==> src/rtl/serial_adder_ctrl.sv <==
// serial_adder_ctrl
//   Bit-serial adder. A single 1-bit full-adder cell is reused over WIDTH
//   clock cycles to add two WIDTH-bit operands LSB-first. Start is sampled
//   only while idle. Busy is high for exactly WIDTH cycles. Done pulses for
//   one cycle when Sum/Cout are updated. Sum/Cout hold until the next
//   operation completes.
//
//   Optional build macro: SERIAL_ADDER_SUB_EN
//     Adds the Sub input. With Sub=1, B is inverted at load and the carry
//     is preset to 1, which gives Sum = A - B. In that case Cout=1 means
//     no borrow.
//
// Ports
//   Clk      in   rising-edge clock
//   Reset_n  in   asynchronous active-low reset
//   Start    in   operation request (ignored while Busy)
//   A, B     in   WIDTH-bit operands, captured on accepted Start
//   Cin      in   carry-in, captured on accepted Start
//   Sub      in   (SERIAL_ADDER_SUB_EN only) subtract select
//   Busy     out  serial add in progress
//   Done     out  one-cycle pulse on result update
//   Sum      out  registered WIDTH-bit result
//   Cout     out  registered final carry
module serial_adder_ctrl #(
  parameter int WIDTH = 8
) (
  input  logic             Clk,
  input  logic             Reset_n,
  input  logic             Start,
  input  logic [WIDTH-1:0] A,
  input  logic [WIDTH-1:0] B,
  input  logic             Cin,
`ifdef SERIAL_ADDER_SUB_EN
  input  logic             Sub,
`endif
  output logic             Busy,
  output logic             Done,
  output logic [WIDTH-1:0] Sum,
  output logic             Cout
);

  localparam int CNT_W = (WIDTH > 1) ? $clog2(WIDTH) : 1;
  localparam logic [CNT_W-1:0] LAST = CNT_W'(WIDTH - 1);

  typedef enum logic {IDLE = 1'b0, RUN = 1'b1} state_t;

  state_t           r_state, w_state_nxt;
  logic [WIDTH-1:0] r_sha, r_shb, r_acc, r_sum;
  logic [CNT_W-1:0] r_cnt;
  logic             r_carry, r_cout, r_done;

  logic             w_load, w_step, w_last;
  logic             w_s, w_c;
  logic [WIDTH-1:0] w_b_load;
  logic             w_c_load;
  logic [WIDTH-1:0] w_acc_nxt;

  // Shared full-adder cell operating on the current LSBs and the carry FF.
  assign w_s = r_sha[0] ^ r_shb[0] ^ r_carry;
  assign w_c = (r_sha[0] & r_shb[0]) | (r_sha[0] & r_carry) | (r_shb[0] & r_carry);

  // Sum bits enter at the MSB. After WIDTH shifts the first bit has reached bit 0.
  assign w_acc_nxt = {w_s, r_acc[WIDTH-1:1]};

`ifdef SERIAL_ADDER_SUB_EN
  // Two's-complement subtract: ~B plus a forced carry-in of 1.
  assign w_b_load = Sub ? ~B : B;
  assign w_c_load = Sub ? 1'b1 : Cin;
`else
  assign w_b_load = B;
  assign w_c_load = Cin;
`endif

  always_comb begin
    w_state_nxt = r_state;
    w_load      = 1'b0;
    w_step      = 1'b0;
    w_last      = 1'b0;
    case (r_state)
      IDLE: begin
        if (Start) begin
          w_load      = 1'b1;
          w_state_nxt = RUN;
        end
      end
      RUN: begin
        w_step = 1'b1;
        if (r_cnt == LAST) begin
          w_last      = 1'b1;
          w_state_nxt = IDLE;
        end
      end
      default: w_state_nxt = IDLE;
    endcase
  end

  always_ff @(posedge Clk or negedge Reset_n) begin
    if (!Reset_n) r_state <= IDLE;
    else          r_state <= w_state_nxt;
  end

  always_ff @(posedge Clk or negedge Reset_n) begin
    if (!Reset_n) begin
      r_sha   <= '0;
      r_shb   <= '0;
      r_acc   <= '0;
      r_carry <= 1'b0;
      r_cnt   <= '0;
      r_sum   <= '0;
      r_cout  <= 1'b0;
      r_done  <= 1'b0;
    end else begin
      r_done <= w_last;
      if (w_load) begin
        r_sha   <= A;
        r_shb   <= w_b_load;
        r_carry <= w_c_load;
        r_cnt   <= '0;
      end else if (w_step) begin
        r_sha   <= {1'b0, r_sha[WIDTH-1:1]};
        r_shb   <= {1'b0, r_shb[WIDTH-1:1]};
        r_acc   <= w_acc_nxt;
        r_carry <= w_c;
        r_cnt   <= r_cnt + 1'b1;
      end
      // The result register is written only on the final bit. It holds
      // its value throughout RUN.
      if (w_last) begin
        r_sum  <= w_acc_nxt;
        r_cout <= w_c;
      end
    end
  end

  assign Busy = (r_state == RUN);
  assign Done = r_done;
  assign Sum  = r_sum;
  assign Cout = r_cout;

endmodule

==> config.mk <==
export PLATFORM = sky130hd
export DESIGN_NAME = serial_adder_ctrl
export DESIGN_NICKNAME = d
export VERILOG_FILES = /design/src/rtl/serial_adder_ctrl.sv
export SDC_FILE = /design/constraint.sdc
export NUM_CORES = 1
export LEC_CHECK = 0
export CAP_MARGIN = 30
export CORE_MARGIN = 4
export CORE_UTILIZATION = 43
export CTS_BUF_LIST = sky130_fd_sc_hd__clkbuf_8 sky130_fd_sc_hd__clkbuf_16
export CTS_CLUSTER_SIZE = 28
export DETAILED_ROUTE_END_ITERATION = 10
export PLACE_DENSITY = 0.64
export SKIP_CTS_REPAIR_TIMING = 1
export SYNTH_ARGS = -nofsm -noshare
export SYNTH_HDL_FRONTEND = slang
export SYNTH_SLANG_ARGS = --single-unit
export TNS_END_PERCENT = 10
==> constraint.sdc <==
create_clock -name Clk -period 2.39 [get_ports Clk]
set_input_delay 0.3585 -clock Clk [delete_from_list [all_inputs] [get_ports Clk]]
set_output_delay 0.3585 -clock Clk [all_outputs]
set_load 0.05 [all_outputs]
==> tab_implementation.tex <==
\begin{tabular}{lr}
\hline
Metric & Value \\
\hline
\multicolumn{2}{l}{\textbf{Cells and area}} \\
\quad Layout cell share with drive strength beyond 1 & roughly a fifth \\
\quad Final antenna diode count & 0 \\
\quad Final Cell Area & around 2100 um\^{}2 \\
\quad Area grow syn2layout & 28.0\% \\
\quad Number of inserted filler cells in the final layout & 340 \\
\quad Multi-input logic area & 641 um\^{}2 \\
\quad Commonest cells after routing, fill and taps aside & 38 x sky130\_fd\_sc\_hd\_\_dfrtp\_1, 28 x sky130\_fd\_sc\_hd\_\_clkdlybuf4s50\_1, 17 x sky130\_fd\_sc\_hd\_\_mux2i\_1 \\
\quad Footprint of the flip-flops and latches & 951 um\^{}2 \\
\quad Nets & 175 \\
\quad Leading cell type in the layout, fill and taps excluded & sky130\_fd\_sc\_hd\_\_dfrtp\_1 \\
\multicolumn{2}{l}{\textbf{Global routing}} \\
\quad Vias in the first global route & 1066 \\
\quad Grt peak-use layer & met2 \\
\quad Antenna violations before repair & 0 \\
\quad Largest net degree at the start of global routing & 39 \\
\quad Total Routing Usage GR & around an eighth \\
\quad Global Route met1 Usage & $\sim$16\% \\
\quad GR Util met2 & 19.8\% \\
\quad Global-route wire length before repair & 4.89 mm \\
\quad Total congestion overflow after global routing & 0 \\
\quad GR Layer Usage met3 & under 10\% \\
\multicolumn{2}{l}{\textbf{STA}} \\
\quad Headroom to the max-slew limit & a little under half \\
\quad Setup repair after global routing missed its margin & no \\
\quad Period minus WS final & 1.82 ns \\
\quad Total setup violations reported at the end of the flow & 0 \\
\quad Least-Margin Pin Slew & 0.817 ns \\
\quad Final worst path period share & about 76\% \\
\quad Worst setup margin & 0.572 ns \\
\quad Layout Skew & 0.00651 ns \\
\quad Endpoints failing hold & 0 \\
\quad Hold slack final & 0.159 ns \\
\quad Number of max-slew violations in the final report & 0 \\
\quad Final setup TNS & 0 ns \\
\quad Fmax & 550 MHz \\
\multicolumn{2}{l}{\textbf{Drt}} \\
\quad Number of search-and-repair iterations in the first detailed-routing pass & 4 \\
\quad Post-detailed-route wirelength per cell & 13.6 um \\
\quad Via count of the routed design & 985 \\
\quad Violation count after the first detailed-route iteration & 65 \\
\quad Drt total wl & between 2 and 3 mm \\
\quad DRC violations left & 0 \\
\quad Remaining antenna violation count after routing & 0 \\
\quad Via-to-Cell Ratio & 4.90 \\
\multicolumn{2}{l}{\textbf{Critical path}} \\
\quad Element type at the critical path start & register \\
\quad Crit path arrival time & 1.46 ns \\
\quad Number of buffer and inverter stages on the critical path & 1 \\
\quad Category of the worst setup path capture point & output port \\
\quad Kind of cell adding the most delay to the critical path & buffers and inverters \\
\quad Critical-path cell list & clkdlybuf4s50\_1 \\
\quad Maximum fanout count along the critical path & 2 \\
\quad Highest-delay cell along the critical path & sky130\_fd\_sc\_hd\_\_clkdlybuf4s50\_1 \\
\quad Worst Setup Path Type & register to output port \\
\quad Critical Path RT & 2.03 ns \\
\quad Max incr delay on CP & between 0.8 and 0.9 ns \\
\multicolumn{2}{l}{\textbf{Place}} \\
\quad Input/output buffers & 30 \\
\quad Minimum setup slack after placement & 0.679 ns \\
\quad Placed inst area & 1990 um\^{}2 \\
\quad GPL Wtd Cong & 0.727 \\
\quad Detailed-placement wirelength estimate & roughly 1.9 mm \\
\multicolumn{2}{l}{\textbf{Die}} \\
\quad Die X-Extent & 70.2 um \\
\quad Effective utilization at floorplan & 45.1\% \\
\quad DIE AREA & 4930 um\^{}2 \\
\quad Boundary pin count & 31 \\
\quad Die boundary height & 70.2 um \\
\quad Number of rows created at floorplan & 22 \\
\quad Core Area & 3690 um\^{}2 \\
\multicolumn{2}{l}{\textbf{Hold path}} \\
\quad HP Class & input pin to async pin \\
\multicolumn{2}{l}{\textbf{Synth}} \\
\quad Share of the yosys chip area belonging to registers & 57.1\% \\
\quad Number of warning messages in the yosys log & 0 \\
\quad Number of storage elements in the synthesis netlist & 38 \\
\quad Number of distinct library cells after synthesis & 18 \\
\quad Synthesized area & 1660 um\^{}2 \\
\quad Avg Synthesized Cell Area & 13.9 um\^{}2 \\
\quad Mapped Cells & 120 \\
\quad Synthesized Nets & 143 \\
\multicolumn{2}{l}{\textbf{Power and ir drop}} \\
\quad Switching Share & 33.7\% \\
\quad Clk pwr share & 22.7\% \\
\quad Sequential cell fraction of total power & 38.1\% \\
\quad VDD IR max & 564 uV \\
\quad Internal cell power & 1.92 mW \\
\quad Comb pwr share & around two fifths \\
\quad Pwr/cell area & 1360 nW/um\^{}2 \\
\quad Psw & 979 uW \\
\quad Leakage & 1.02 nW \\
\multicolumn{2}{l}{\textbf{Flow run}} \\
\quad Max Cap Viol & 0 \\
\multicolumn{2}{l}{\textbf{Clock tree}} \\
\quad Root buffer cell & sky130\_fd\_sc\_hd\_\_clkbuf\_8 \\
\quad Worst-skew pair later-pin latency & about 0.29 ns \\
\quad Sink count of the clock tree & 38 \\
\quad Clock edge transition at the registers on the reported setup and hold paths & 0.07 ns \\
\quad TritonCTS clock tree & built \\
\quad TritonCTS buffer count & 5 \\
\quad Maximum clock insertion buffer count & 2 \\
\quad Count of H-tree levels built during CTS & 2 \\
\multicolumn{2}{l}{\textbf{Run status}} \\
\quad Status & completed \\
\hline
\end{tabular}
-- worst reg2reg max path: cells and delay by family, from the launching register on --
family                 cells  cell delay, ns
DFF                        1            0.77
buffers and inverters      1            0.43
AOI/OAI and AO/OA          1            0.15
-- metrics by stage --
stage / power, mW / instances / util, %
4_1_cts: 2.95 / 201 / 57.8
3_3_place_gp: 2.24 / 193 / 53.9
5_1_grt: 3.10 / 201 / 57.8
6_report: 2.90 / 201 / 57.8
3_5_place_dp: 2.27 / 193 / 53.9
2_1_floorplan: 1.97 / 120 / -
-- Yosys cell counts, drive strengths merged --
master | instances | area share, %
clkbuf | 1 | 0.30
mux2 | 17 | 14
dfrtp | 38 | 57
nand2 | 16 | 4.6
ha | 2 | 1.5
fa | 1 | 1.2
buf | 6 | 3.8
a22o | 2 | 1.1
mux2i | 17 | 10
nor2 | 3 | 0.68
inv | 1 | 0.23
a21oi | 1 | 0.30
o21ai | 15 | 4.5
-- registers in the layout (all words and copies together), names as in the netlist --
| name | flops |
|---|---|
| Sum | 8 |
| r_sha | 8 |
| r_shb | 8 |
| r_acc | 7 |
| r_cnt | 3 |
| Busy | 1 |
| Cout | 1 |
| Done | 1 |
| r_carry | 1 |
-- power groups by stage --
stage               Combinational (mW)  Clock (mW)  Sequential (mW)
floorplan                        0.655           0             1.31
global placement                  1.13           0             1.11
detailed placement                1.16           0             1.12
CTS                               1.16       0.685             1.11
global route                      1.24       0.714             1.15
finish                            1.14       0.660             1.11
-- kinds of logic after synthesis --
group	count (synthesis)	share of synthesized area, %
buf+inv	8	4.36
flops	38	57.1
compound gates	18	5.86
simple gates	19	5.26
fa+ha+maj	3	2.71
mux	34	24.7
-- routing by layer --
metal	share of wire, %	vias to the layer above
met1	46	477
met4	1.6	0
met2	46	28
met3	6.1	5
li1	-	475
met5	0	-
-- path summary, 6_finish.rpt --
path	to	slack, ns	from	cells past startpoint
max	Cout	0.57	Cout	1
min	Done	0.16	Reset_n	1
max reg2reg	r_shb[4]	0.90	Busy	2
min reg2reg	r_shb[1]	0.49	r_shb[2]	2
max in group asynchronous	r_cnt[0]	1.71	Reset_n	1
min in group Clk	r_shb[1]	0.49	r_shb[2]	2
-- cell type report --
class / instances / share of cell area (%)
Clock inverter: 2 / 2.82
Clock buffer: 6 / 3.88
Multi-Input combinational cell: 74 / 30.1
Sequential cell: 38 / 44.6
Tap cell: 48 / 2.82
Inverter: 1 / 0.176
Timing Repair Buffer: 32 / 15.6
Power figures use the tool's default switching activity.
